**src/rtl/iccm_prog_ctrl_if.sv**
```systemverilog
// iccm_prog_ctrl_if: UART byte input and ICCM write/status bundle for the boot program loader
interface iccm_prog_ctrl_if #(parameter int AddrW = 12);
  logic [7:0]       rx_byte_i;
  logic             rx_valid_i;
  logic [AddrW-1:0] iccm_ctrl_addr_o;
  logic [31:0]      iccm_ctrl_wdata_o;
  logic             iccm_ctrl_we_o;
  logic             prog_rst_no;
  logic             done_o;
  logic             overflow_o;
  modport master (
    input  rx_byte_i, rx_valid_i,
    output iccm_ctrl_addr_o, iccm_ctrl_wdata_o, iccm_ctrl_we_o, prog_rst_no, done_o, overflow_o
  );
  modport slave (
    output rx_byte_i, rx_valid_i,
    input  iccm_ctrl_addr_o, iccm_ctrl_wdata_o, iccm_ctrl_we_o, prog_rst_no, done_o, overflow_o
  );
endinterface

```
**src/rtl/iccm_prog_ctrl.sv**
```systemverilog
// iccm_prog_ctrl: packs UART bytes into little-endian words and writes them to ICCM until end marker or full
module iccm_prog_ctrl #(
  parameter int          AddrW   = 12,
  parameter logic [31:0] EndWord = 32'h0000_0FFF
) (
  input logic            clk_i,
  input logic            rst_ni,
  iccm_prog_ctrl_if.master bus
);
  typedef enum logic [1:0] {LOAD, WRITE, DONE} state_t;
  localparam logic [AddrW-1:0] LastAddr = '1;
  state_t      state;
  logic [1:0]  byte_cnt;
  logic [23:0] lanes;
  logic [31:0] word;
  assign word = {bus.rx_byte_i, lanes};
  always_ff @(posedge clk_i) begin
    if (!rst_ni) begin
      state                 <= LOAD;
      byte_cnt              <= '0;
      lanes                 <= '0;
      bus.iccm_ctrl_addr_o  <= '0;
      bus.iccm_ctrl_wdata_o <= '0;
      bus.iccm_ctrl_we_o    <= 1'b0;
      bus.prog_rst_no       <= 1'b0;
      bus.done_o            <= 1'b0;
      bus.overflow_o        <= 1'b0;
    end else begin
      case (state)
        LOAD: if (bus.rx_valid_i) begin
          if (byte_cnt == 2'd3) begin
            byte_cnt              <= '0;
            bus.iccm_ctrl_wdata_o <= word;
            if (word == EndWord) begin
              state           <= DONE;
              bus.prog_rst_no <= 1'b1;
              bus.done_o      <= 1'b1;
            end else begin
              state              <= WRITE;
              bus.iccm_ctrl_we_o <= 1'b1;
            end
          end else begin
            lanes[{byte_cnt, 3'b000} +: 8] <= bus.rx_byte_i;
            byte_cnt                       <= byte_cnt + 2'd1;
          end
        end
        WRITE: begin
          bus.iccm_ctrl_we_o   <= 1'b0;
          bus.iccm_ctrl_addr_o <= bus.iccm_ctrl_addr_o + 1'b1;
          // a byte landing during the write cycle starts the next word
          if (bus.rx_valid_i) begin
            lanes[7:0] <= bus.rx_byte_i;
            byte_cnt   <= 2'd1;
          end
          if (bus.iccm_ctrl_addr_o == LastAddr) begin
            state           <= DONE;
            bus.overflow_o  <= 1'b1;
            bus.prog_rst_no <= 1'b1;
            bus.done_o      <= 1'b1;
          end else begin
            state <= LOAD;
          end
        end
        default: state <= DONE;
      endcase
    end
  end
endmodule

```
**src/flat_wrapper.sv**
```systemverilog
// flat-port wrapper written by rule: the top's interface ports become plain ports
module iccm_prog_ctrl_flat 
#(
  parameter int          AddrW   = 12,
  parameter logic [31:0] EndWord = 32'h0000_0FFF
)
  (clk_i, rst_ni, bus_rx_byte_i, bus_rx_valid_i, bus_iccm_ctrl_addr_o, bus_iccm_ctrl_wdata_o, bus_iccm_ctrl_we_o, bus_prog_rst_no, bus_done_o, bus_overflow_o);
  iccm_prog_ctrl_if #(.AddrW(AddrW)) bus_i ();
  input logic clk_i;
  input logic rst_ni;
  input wire logic [$bits(bus_i.rx_byte_i)-1:0] bus_rx_byte_i;
  input wire logic [$bits(bus_i.rx_valid_i)-1:0] bus_rx_valid_i;
  output wire logic [$bits(bus_i.iccm_ctrl_addr_o)-1:0] bus_iccm_ctrl_addr_o;
  output wire logic [$bits(bus_i.iccm_ctrl_wdata_o)-1:0] bus_iccm_ctrl_wdata_o;
  output wire logic [$bits(bus_i.iccm_ctrl_we_o)-1:0] bus_iccm_ctrl_we_o;
  output wire logic [$bits(bus_i.prog_rst_no)-1:0] bus_prog_rst_no;
  output wire logic [$bits(bus_i.done_o)-1:0] bus_done_o;
  output wire logic [$bits(bus_i.overflow_o)-1:0] bus_overflow_o;
  assign bus_i.rx_byte_i = bus_rx_byte_i;
  assign bus_i.rx_valid_i = bus_rx_valid_i;
  assign bus_iccm_ctrl_addr_o = bus_i.iccm_ctrl_addr_o;
  assign bus_iccm_ctrl_wdata_o = bus_i.iccm_ctrl_wdata_o;
  assign bus_iccm_ctrl_we_o = bus_i.iccm_ctrl_we_o;
  assign bus_prog_rst_no = bus_i.prog_rst_no;
  assign bus_done_o = bus_i.done_o;
  assign bus_overflow_o = bus_i.overflow_o;
  iccm_prog_ctrl #(.AddrW(AddrW), .EndWord(EndWord)) u_core (.clk_i(clk_i), .rst_ni(rst_ni), .bus(bus_i));
endmodule
```
**config.mk**
```make
export PLATFORM = sky130hd
export DESIGN_NAME = iccm_prog_ctrl_flat
export DESIGN_NICKNAME = d
export VERILOG_FILES = /design/src/rtl/iccm_prog_ctrl_if.sv /design/src/rtl/iccm_prog_ctrl.sv /design/src/flat_wrapper.sv
export SDC_FILE = /design/constraint.sdc
export NUM_CORES = 1
export LEC_CHECK = 0
export CELL_PAD_IN_SITES_DETAIL_PLACEMENT = 1
export CELL_PAD_IN_SITES_GLOBAL_PLACEMENT = 2
export CORE_AREA = 2 2 104 106
export DETAILED_ROUTE_END_ITERATION = 8
export DIE_AREA = 0 0 106 108
export PLACE_DENSITY_LB_ADDON = 0.08
export SLEW_MARGIN = 15
export SYNTH_ARGS = -nofsm -noshare
export SYNTH_HDL_FRONTEND = slang
export SYNTH_SLANG_ARGS = --single-unit
```
**constraint.sdc**
```tcl
create_clock -name clk_i -period 1.9 [get_ports clk_i]
set_input_delay 0.38 -clock clk_i [delete_from_list [all_inputs] [get_ports clk_i]]
set_output_delay 0.38 -clock clk_i [all_outputs]
set_load 0.01 [all_outputs]
```
======== Yosys cells after proc, flatten, opt, wreduce, memory -nomap -nowiden ========
Index checks and enable logic that the tools add are counted.
word-level totals
  logic and storage cells ................. 59
  flip-flop bits (word level) ............. 75
  memories ................................ 0
  memory bits (read-only) ................. 0
  latch bits .............................. 0
  bits in writable memories ............... 0
cells by class
  mux-type cells .......................... 23
  reductions and logical operators ........ 10
  multiply operators ...................... 0
  $add $sub $neg .......................... 3
  equality and inequality tests ........... 11
  bitwise logic cells ..................... 1
  order comparisons ....................... 0
  div/mod/pow operators ................... 0
  shift operators ......................... 2
operators by type and width
  cell                                                                     count
  32-bit by 12-bit equality test with 1-bit output, second input constant  1
  24-bit bitwise mux                                                       1
  8-bit 2-to-1 mux                                                         3
  8-bit by 7-bit variable shift with 24-bit output, first input constant   1
  8-bit by 7-bit variable part select with 24-bit output                   1
  8-bit one-hot mux with 2 select lines                                    1
  2-bit 2-to-1 mux                                                         7
  12-bit by 1-bit adder with 12-bit output, second input constant          1
  12-bit equality test, second input constant                              1
  3-bit AND reduction                                                      3
  2-bit inequality test, second input constant                             4
  2-bit one-hot mux with 2 select lines                                    2
  4-bit AND reduction                                                      2
  1-bit 2-to-1 mux                                                         7
  5-bit negator with 7-bit output                                          1
  2-bit by 1-bit inequality test with 1-bit output, second input constant  3
  5-bit AND reduction                                                      1
  1-bit one-hot mux with 2 select lines                                    2
  2-bit AND reduction                                                      2
  2-bit by 1-bit adder with 2-bit output, second input constant            1
  2-bit by 1-bit equality test with 1-bit output, second input constant    1
  2-bit equality test, second input constant                               1
  2-bit logical NOT                                                        1
  2-bit nonzero test                                                       1
  1-bit inverter                                                           1

======== Longest topological paths before layout ========
Gate-level depths: netlist of run 1.
  word-level depth ........................ 6
  mapped depth ............................ 7

======== Least setup slack after synthesis of run 1 ========
No wires, ideal clock.
  kind .................................... register -> register
  from .................................... register u_core.byte_cnt[0]
  to ...................................... register u_core.lanes[10]
  buffers on the path ..................... 0
  slack ................................... 0.205 ns
  arrival time ............................ 1.619 ns
  data required time ...................... 1.824 ns
  period minus slack after synthesis ...... 1.695 ns
  cell stages (with the launch flop) ...... 6
  cells stage by stage .................... dfxtp_1 > inv_1 > ha_1 > nor3b_1 > nand3_1 > a21boi_0
between the ends
  cells in the longest elaborated chain, start to end .. 3
  elaborated cells between the ends (all ways) .. 7
RTL lines
  element                                                                               RTL line                                    text
  start: declaration                                                                    iccm_prog_ctrl.sv:13                        logic [1:0] byte_cnt;
  start signal: assignment                                                              iccm_prog_ctrl.sv:44                        byte_cnt <= byte_cnt + 2'd1;
  5-bit negator with 7-bit output or 2-bit equality test (tied branches)                iccm_prog_ctrl.sv:43, iccm_prog_ctrl.sv:31
  8-bit by 7-bit variable part select with 24-bit output, or another cell as far along  iccm_prog_ctrl.sv:43                        lanes[{byte_cnt, 3'b000} +: 8] <= bus.rx_byte_i;
  24-bit bitwise mux or 3-bit AND reduction (tied branches)                             -
  end signal: indexed assignment                                                        iccm_prog_ctrl.sv:43
  end: declaration                                                                      iccm_prog_ctrl.sv:14                        logic [23:0] lanes;
Parallel ways exist; a longest one is shown, timed or not.
A chain may end at the register's enable or synchronous reset.

======== Worst setup path after layout of run 1 ========
  from .................................... input bus_rx_byte_i[2]
  to ...................................... register u_core.state[1]
between the ends
  cells in the longest elaborated chain, start to end .. 5
RTL lines
  element                                           RTL line              text
  start: declaration                                flat_wrapper.sv:11    input wire logic [$bits(bus_i.rx_byte_i)-1:0] bus_rx_byte_i;
  32-bit by 12-bit equality test with 1-bit output  iccm_prog_ctrl.sv:34  if (word == EndWord) begin
  2-bit 2-to-1 mux                                  iccm_prog_ctrl.sv:34
  2-bit 2-to-1 mux                                  iccm_prog_ctrl.sv:31  if (byte_cnt == 2'd3) begin
  2-bit 2-to-1 mux                                  iccm_prog_ctrl.sv:30  LOAD: if (bus.rx_valid_i) begin
  2-bit one-hot mux with 2 select lines             iccm_prog_ctrl.sv:29  case (state)
  end signal: assignment                            iccm_prog_ctrl.sv:35  state <= DONE;
  end signal: assignment                            iccm_prog_ctrl.sv:39  state <= WRITE;
  end signal: assignment                            iccm_prog_ctrl.sv:56  state <= DONE;
  end: declaration                                  iccm_prog_ctrl.sv:12  state_t state;
No other way between the ends. The select of a mux whose other input is x is not followed.

==> impl_metrics.toml, run 1 <==
[run_status]
status = "completed"

[global_route]
grt_pass1_wl_um = 14500
gr-total-overflow = 0
grtUsageMet2 = 0.263
grtUsageTotal = 0.163
gr-usage-met3 = 0.0271
first_global_vias = 2826
use_met1 = 0.221
grt_max_degree = 53
busiest_layer = "met2"
antenna_found_initial = 0

[synthesis]
synth-seq-cells = 75
syn_area_sq_um = 3130
yosysSeqAreaShare = 0.480
yosys_warnings = 0
synth_fp_nets = 371
synth_cell_types = 35
syn_inst = 355
avgSynthCellArea_sq_um = 8.80

[worst_setup_path]
critical_path.endpoint = "u_core.state[1]"
slowest_stage = "or4_1"
crit_path_start = "bus_rx_byte_i[2]"
startpoint_type = "primary input"
reg2reg_depth = 6
cpPeakStageDelay_ps = 590
critPathKind = "in2reg"
worstPathMaxFanout = 2
r2r_setup_slack_ps = 190
reg2reg_from = "u_core.byte_cnt[0]"
cp_cell_sequence = "clkdlybuf4s50_1 -> nor4_2 -> nand4_1 -> or4_1 -> o21ai_1"
r2r_end = "u_core.lanes[9]"
arrival_ps = 2120
end_kind = "register"
critPathRequiredTime_ps = 2190

[power_and_ir_drop]
p_leak_nw = 1.39
switching_share = 0.227
p_seq_frac = 0.503
power_switching_mw = 0.721
p_clk_frac = 0.430
pwr-share-comb = 0.066
internal-power_mw = 2.46
p_total_mw = 3.18
power_density_nw_per_um2 = 761
max-vdd-ir-drop_uv = 310

[route]
vias = 2692
wl_per_cell_um = 15.4
drt-total-wl_um = 8740
ant_nets = 0
drt_pass1_iterations = 4
drt-vias-per-instance = 4.75
drc = 0
first_iter_violations = 95

[floorplanning]
die_w_um = 106
core-area_sq_um = 10200
initial_core_util = 0.305
ios = 59
fp.dieArea_sq_um = 11400
die_h_um = 108
row_count = 37

[cts]
ctsResizeCount = 0
cts_buffers = 9
cts_setup_buffers = 0
cts_htree_levels = 3
path_clk_slew_ps = 80
clock-sinks = 75
tritoncts = "built"
clk_latency_ps = 350
cts-root-buf = "clkbuf_8"
ctsHoldBuffers = 0
clockBufferDepth = 2

[hold_path]
hold_path.class = "in2reg"
min_from = "rst_ni"

[sta]
fin_hold_ws_ps = 385
post-route-period-util = 0.965
slew_headroom = 0.752
grt_setup_unrepaired = "false"
finalClockSkew_ps = 9.85
maxClockFrequency_ghz = 0.545
period_minus_slack_ps = 1830
hold_viol = 0
maxSlewViolCount = 0
tightest_slew_ps = 369
setup_viol = 0

[finish]
fin_area_sq_um = 4180
layout-drive-gt1-share = 0.102
diodes = 0
mostFrequentLayoutCells = "nand2_1, dfxtp_1, clkdlybuf4s50_1"
n_fill_cell = 1215
multi_input_area_sq_um = 1520
layout.nets = 442
ff_latch_area_sq_um = 1500
area_growth_pct = 33.8
final_common_cell = "nand2_1"

[placed_design]
hpwlAfterDp_um = 6180
place_area_sq_um = 3960
gp_congestion = 0.762
io_buffer_count = 58

[flow_run]
drv_cap = 0
-- stage by stage --
step	setup TNS, ps	std cells	setup slack (ps)	utilization
after CTS	0	567	31.2	0.408
after global routing	0	567	8.25	0.409
after global placement	-1540	551	-295	0.387
after detailed placement	-2760	551	-329	0.387
after floorplan	0	355	205	-
final	0	567	65.7	0.409
-- logic make-up (layout without fill, tap and decap cells) --
family,count (synthesis),after routing,synth area share
adder cells (fa/ha/maj),5,5,0.0200
XOR/XNOR,9,9,0.0252
multiplexers,1,1,0.00320
AO/OA/AOI/OAI,70,70,0.164
buffers and inverters,25,101,0.0344
AND/OR/NAND/NOR,170,170,0.273
flip-flops,75,75,0.480
-- layout make-up --
type,count,area share
Inverter,5,0.00449
Timing Repair Buffer,80,0.180
Multi-Input combinational cell,255,0.363
Clock inverter,4,0.0177
Clock buffer,12,0.0347
Tap cell,136,0.0407
Sequential cell,75,0.360
-- routing by layer --
layer / wire length (um) / vias to the layer above / share of wire
li1: - / 1359 / -
met4: 142 / 0 / 0.016
met5: 0 / - / 0
met2: 3920 / 46 / 0.45
met3: 184 / 11 / 0.021
met1: 4490 / 1276 / 0.51
-- critical path: cells and delay by family --
kind / cells / cell delay [ps]
simple gates: 3 / 1150
buf+inv: 1 / 440
compound gates: 1 / 140
-- how the worst min path moves through the flow --
stage                                                   to  slack, ps  cells past startpoint
after floorplan            u_core.bus.iccm_ctrl_wdata_o[8]        440                      2
after global placement    u_core.bus.iccm_ctrl_wdata_o[12]        440                      2
after detailed placement  u_core.bus.iccm_ctrl_wdata_o[12]        450                      2
after CTS                               u_core.byte_cnt[0]        380                      2
after global routing                    u_core.byte_cnt[0]        390                      2
final                                   u_core.byte_cnt[0]        380                      2
-- flip-flops by register name (all words and copies together) (netlist names) --
signal                        cells
u_core.bus.done_o                 1
u_core.bus.iccm_ctrl_addr_o      12
u_core.bus.iccm_ctrl_wdata_o     32
u_core.bus.iccm_ctrl_we_o         1
u_core.bus.overflow_o             1
u_core.byte_cnt                   2
u_core.lanes                     24
u_core.state                      2
-- power groups by stage --
stage	clock, mW	combinational [mW]	sequential, mW
finish	1.37	0.212	1.60
CTS	1.41	0.214	1.60
global placement	0	0.211	1.64
detailed placement	0	0.213	1.64
floorplan	0	0.107	1.63
global route	1.48	0.232	1.60
-- synth_stat cells, drive strengths merged --
cell type   n  area [sq um]
a22oi       8          60.1
mux2i       1          10.0
xor2        3          26.3
inv         5          18.8
o21ai       8          40.0
nor4       10          83.8
nor2b      12          75.1
o21a        1          7.51
a21boi     51           383
nor3b       3          22.5
xnor2       6          52.6
or3         1          6.26
buf         9          47.6
nand4       7          43.8
nand2b      3          18.8
nor3        2          10.0
nand2      90           338
clkbuf     11          41.3
nand3      23           115
and2       11          68.8
ha          5          62.6
and3        1          6.26
or4         1          7.51
o221a       2          22.5
nand4b      2          17.5
nor4bb      1          10.0
dfxtp      75          1500
nor4b       1          15.0
and4b       1          10.0
nor2        1          3.75
No activity file was read; power rests on OpenSTA's default activity.
==> run 2: changes to the inputs <==
==> constraint.sdc (replaced) <==
create_clock -name clk_i -period 1.9 [get_ports clk_i]
set_input_delay 0.19 -clock clk_i [delete_from_list [all_inputs] [get_ports clk_i]]
set_output_delay 0.19 -clock clk_i [all_outputs]
set_load 0.01 [all_outputs]
==> run 2 against run 1 <==
  * Maximum frequency grew 8.0%
  * Combinational power about the same
  * Clock skew about the same
  * Largest cell class unchanged
  * Clock power decreased by 7%
  * First-iteration DRC count grew 12%
  * Design area is 0.42% lower
  * Total power fell by 3.1%
  * Sequential power hardly changed
  * Critical endpoint is now u_core.bus.done_o
  * Setup slack better by 140 ps
  * Via count increased by 0.41%
==> impl_metrics.toml, run 2 (synthesis gave the netlist of run 1 again) <==
[power_and_ir_drop]
p_seq_frac = 0.519
power_switching_mw = 0.732
power_density_nw_per_um2 = 741
max-vdd-ir-drop_uv = 350
switching_share = 0.237
p_leak_nw = 1.38
pwr-share-comb = 0.068
internal-power_mw = 2.35
p_clk_frac = 0.413

[placed_design]
gp_congestion = 0.721
placed_cells = 551
hpwlAfterDp_um = 6180
place_area_sq_um = 3960
io_buffer_count = 58
post-place-ws_ps = -129

[cts]
tritoncts = "built"
cts_buffers = 9
path_clk_slew_ps = 80
clockBufferDepth = 2
cts_setup_buffers = 0
cts_htree_levels = 3
cts-root-buf = "clkbuf_8"
clk_latency_ps = 350
clock-sinks = 75

[floorplanning]
initial_core_util = 0.305
die_w_um = 106
ios = 59
die_h_um = 108
core-area_sq_um = 10200
fp.dieArea_sq_um = 11400
row_count = 37

[route]
ant_nets = 0
first_iter_violations = 106
vias = 2703
wl_per_cell_um = 15.3
drc = 0
drt-total-wl_um = 8680
drt_pass1_iterations = 4
drt-vias-per-instance = 4.78

[worst_setup_path]
reg2reg_depth = 4
worstPathMaxFanout = 3
critPathRequiredTime_ps = 2180
arrival_ps = 1980
end_kind = "register"
startpoint_type = "register"
r2r_end = "u_core.bus.done_o"
critPathKind = "reg2reg"
reg2reg_from = "u_core.lanes[8]"
r2r_setup_slack_ps = 200

[finish]
largest_register_ffs = 32
layout-drive-gt1-share = 0.105
mostFrequentLayoutCells = "nand2_1, dfxtp_1, clkdlybuf4s50_1"
layout.nets = 442
final_common_cell = "nand2_1"
reg.largest.list = "u_core.bus.iccm_ctrl_wdata_o (32), u_core.lanes (24), u_core.bus.iccm_ctrl_addr_o (12)"
diodes = 0
fin_area_sq_um = 4160
area_growth_pct = 33.2
layout.cells.non_filler = 566
n_fill_cell = 1204
regMostFlops = "u_core.bus.iccm_ctrl_wdata_o"

[sta]
post-route-period-util = 0.894
maxSlewViolCount = 0
maxClockFrequency_ghz = 0.589
setup_ws_ps = 202
hold_viol = 0
slew_headroom = 0.750
setup_viol = 0
tightest_slew_ps = 372
fin_hold_ws_ps = 267
finalClockSkew_ps = 10.0
period_minus_slack_ps = 1700
grt_setup_unrepaired = "false"

[global_route]
antenna_found_initial = 0
grtUsageTotal = 0.163
grt_max_degree = 47
first_global_vias = 2787
gr-total-overflow = 0
grt_pass1_wl_um = 14600

[hold_path]
whs_endpoint = "u_core.byte_cnt[0]"
min_from = "rst_ni"
hold_depth = 2
hold_path.class = "in2reg"

[run_status]
status = "completed"

[flow_run]
drv_cap = 0
run 2: cell count changes in the layout (fill, tap and decap cells not counted):
cell	before	now
clkbuf_1	2	0
bufinv_16	2	1
clkinv_4	1	0
and2_1	11	10
clkinvlp_4	0	2
and2_2	0	1
clkbuf_8	10	11
dfxtp_2	2	1
dfxtp_1	73	74
run 2: repair_timing:
item	in CTS	in global routing
hold buffers	0	0
setup endpoints to repair	0	3
resized for setup	0	2
run 2: worst max-delay path by stage:
stage                                  start           endpoint  slack (ps)
final                        u_core.lanes[8]  u_core.bus.done_o         200
after global routing      u_core.byte_cnt[0]   u_core.lanes[15]          90
after CTS                 u_core.byte_cnt[0]   u_core.lanes[18]         110
after detailed placement    bus_rx_byte_i[2]  u_core.bus.done_o        -130
after global placement      bus_rx_byte_i[2]    u_core.state[1]        -120
after floorplan           u_core.byte_cnt[0]   u_core.lanes[10]         210
run 2: metrics by stage:
stage | total power [mW] | util | setup TNS [ps]
final | 3.08 | 0.407 | 0
after global routing | 3.24 | 0.407 | 0
after CTS | 3.14 | 0.407 | 0
after detailed placement | 1.85 | 0.387 | -259
after global placement | 1.85 | 0.387 | -230
after floorplan | 1.74 | - | 0
run 2: power by group through the flow:
stage	logic (mW)	clock network (mW)	registers (mW)
2_1_floorplan	0.107	0	1.63
3_3_place_gp	0.211	0	1.64
3_5_place_dp	0.213	0	1.64
4_1_cts	0.215	1.32	1.60
5_1_grt	0.231	1.41	1.60
6_report	0.211	1.27	1.60
run 2: layout make-up:
cell class	instances	area (sq um)	share of cell area
multi-input cells	255	1520	0.364
flip-flops and latches	75	1500	0.361
repair buffers	80	753	0.181
well taps	136	170	0.0409
clock buffers	11	151	0.0364
clock inverters	4	50.0	0.0120
inverters	5	18.8	0.00451
run 2: worst max-delay path: stages (launching register included):
cell	delay [ps]
dfxtp_1	370
nor4bb_1	290
nand4_1	250
or4_1	590
o21ai_1	140
run 2: per-layer routing:
| metal | track usage | vias up | part of all wire |
|---|---|---|---|
| met5 | 0 | - | 0 |
| met4 | 0.0564 | 0 | 0.010 |
| met3 | 0.0283 | 7 | 0.029 |
| met2 | 0.254 | 51 | 0.45 |
| met1 | 0.228 | 1283 | 0.51 |
| li1 | - | 1362 | - |
==> run 3: changes to the inputs <==
Settings changed: GPL_TIMING_DRIVEN set to 0.
==> run 3 against run 2 <==
  * Die area is the same
  * Combinational power down 9.5%
  * Total power decreased by 3.3%
  * Hold slack got worse by 55 ps
  * Final cell count shrank 0.35%
  * First-iteration DRC count decreased by 42%
  * Core utilization down 0.78 points
  * Non-clock buffer count down 3
  * Design area fell by 1.9%
  * Maximum frequency shrank 5.6%
==> impl_metrics.toml, run 3 (synthesis gave the netlist of run 1 again) <==
[cts]
cts-root-buf = "clkbuf_8"
clockBufferDepth = 2
clk_latency_ps = 350
cts_htree_levels = 3
tritoncts = "built"
cts_buffers = 9
path_clk_slew_ps = 80
clock-sinks = 75

[global_route]
grt_pass1_wl_um = 14300
grt_max_degree = 13
first_global_vias = 2717
grtUsageTotal = 0.162
gr-total-overflow = 0
antenna_found_initial = 0

[hold_path]
hold_path.class = "in2reg"
whs_endpoint = "u_core.bus.iccm_ctrl_wdata_o[24]"
min_from = "rst_ni"
hold_depth = 2

[finish]
mostFrequentLayoutCells = "nand2_1, dfxtp_1, clkdlybuf4s50_1"
ff_latch_area_sq_um = 1500
fin_area_sq_um = 4080
layout.nets = 439
layout-drive-gt1-share = 0.0794
area_growth_pct = 30.7
diodes = 0
final_common_cell = "nand2_1"
reg.largest.list = "u_core.bus.iccm_ctrl_wdata_o (32), u_core.lanes (24), u_core.bus.iccm_ctrl_addr_o (12)"
multi_input_area_sq_um = 1540
largest_register_ffs = 32
regMostFlops = "u_core.bus.iccm_ctrl_wdata_o"
n_fill_cell = 1204

[worst_setup_path]
startpoint_type = "register"
reg2reg_depth = 5
end_kind = "register"
reg2reg_from = "u_core.byte_cnt[0]"
r2r_setup_slack_ps = 100
arrival_ps = 2070
critPathRequiredTime_ps = 2170
r2r_end = "u_core.lanes[23]"
critPathKind = "reg2reg"
worstPathMaxFanout = 8

[sta]
fin_setup_tns_ps = 0
fin_hold_ws_ps = 212
post-route-period-util = 0.947
maxClockFrequency_ghz = 0.556
setup_viol = 0
tightest_slew_ps = 501
hold_viol = 0
setup_ws_ps = 101
grt_setup_unrepaired = "true"
finalClockSkew_ps = 10.7
slew_headroom = 0.665
period_minus_slack_ps = 1800
maxSlewViolCount = 0

[route]
drt-vias-per-instance = 4.76
wl_per_cell_um = 15.3
drt-total-wl_um = 8630
vias = 2683
first_iter_violations = 61
ant_nets = 0
drc = 0
drt_pass1_iterations = 4

[floorplanning]
ios = 59
initial_core_util = 0.305
die_h_um = 108
row_count = 37
fp.dieArea_sq_um = 11400
core-area_sq_um = 10200
die_w_um = 106

[run_status]
status = "completed"

[placed_design]
hpwlAfterDp_um = 6350
gp_congestion = 0.765
io_buffer_count = 57
place_area_sq_um = 3870
post-place-ws_ps = -285

[power_and_ir_drop]
power_density_nw_per_um2 = 731
p_clk_frac = 0.400
switching_share = 0.240
max-vdd-ir-drop_uv = 270
power_switching_mw = 0.715
internal-power_mw = 2.27
p_leak_nw = 1.34
p_seq_frac = 0.536
p_total_mw = 2.98
pwr-share-comb = 0.064

[flow_run]
drv_cap = 0
run 3: cell types whose count changed in the layout (fill, tap and decap cells not counted), moves of 2 or more:
| cell | change |
|---|---|
| buf_4 | -20 |
| clkbuf_1 | +11 |
| clkinvlp_4 | -2 |
| buf_2 | +7 |
| clkbuf_2 | +2 |
| nor3b_2 | +2 |
| nor3b_1 | -2 |
| clkinv_2 | +2 |
| clkbuf_8 | -2 |
run 3: final cells by class:
type / instances / area share
flip-flops and latches: 75 / 0.368
plain buffers: 20 / 0.0224
clock inverters: 5 / 0.0132
repair buffers: 57 / 0.140
well taps: 136 / 0.0417
clock buffers: 11 / 0.0322
inverters: 5 / 0.00460
multi-input cells: 255 / 0.378
run 3: worst max path at each step:
stage	cells past startpoint	end	startpoint	slack, ps
2_1_floorplan	5	u_core.lanes[10]	u_core.byte_cnt[0]	210
3_3_place_gp	5	u_core.bus.done_o	bus_rx_byte_i[2]	-280
3_5_place_dp	5	u_core.bus.done_o	bus_rx_byte_i[2]	-290
4_1_cts	6	u_core.lanes[1]	u_core.byte_cnt[0]	20
5_1_grt	5	u_core.lanes[22]	u_core.byte_cnt[0]	-140
6_report	5	u_core.lanes[23]	u_core.byte_cnt[0]	100
run 3: metrics by stage:
stage	instances	utilization
final	564	0.399
after global routing	564	0.399
after CTS	564	0.397
after detailed placement	548	0.378
after global placement	548	0.378
after floorplan	355	-
run 3: what timing repair did:
action / CTS / global route
gates resized for setup: 2 / 8
hold buffers: 0 / 0
setup buffers: 0 / 0
endpoints found under the setup margin: 16 / 33
run 3: power by group through the flow:
stage / sequential [mW] / combinational [mW] / clock [mW]
final: 1.60 / 0.191 / 1.19
after global placement: 1.64 / 0.189 / 0
after floorplan: 1.63 / 0.107 / 0
after CTS: 1.60 / 0.193 / 1.23
after global routing: 1.60 / 0.215 / 1.31
after detailed placement: 1.64 / 0.189 / 0
run 3: worst max-delay path: stages (launching register included):
cell,delay [ps]
dfxtp_1,460
inv_1,130
ha_1,340
nor3b_2,460
nand3_1,140
a21boi_0,190
run 3: per-layer routing:
metal  vias up  wire [um]  global-route usage
li1       1357          -                   -
met1      1267       4210               0.212
met2        50       3970               0.262
met3         9        344              0.0428
met4         0        112              0.0508
met5         -          0                   0
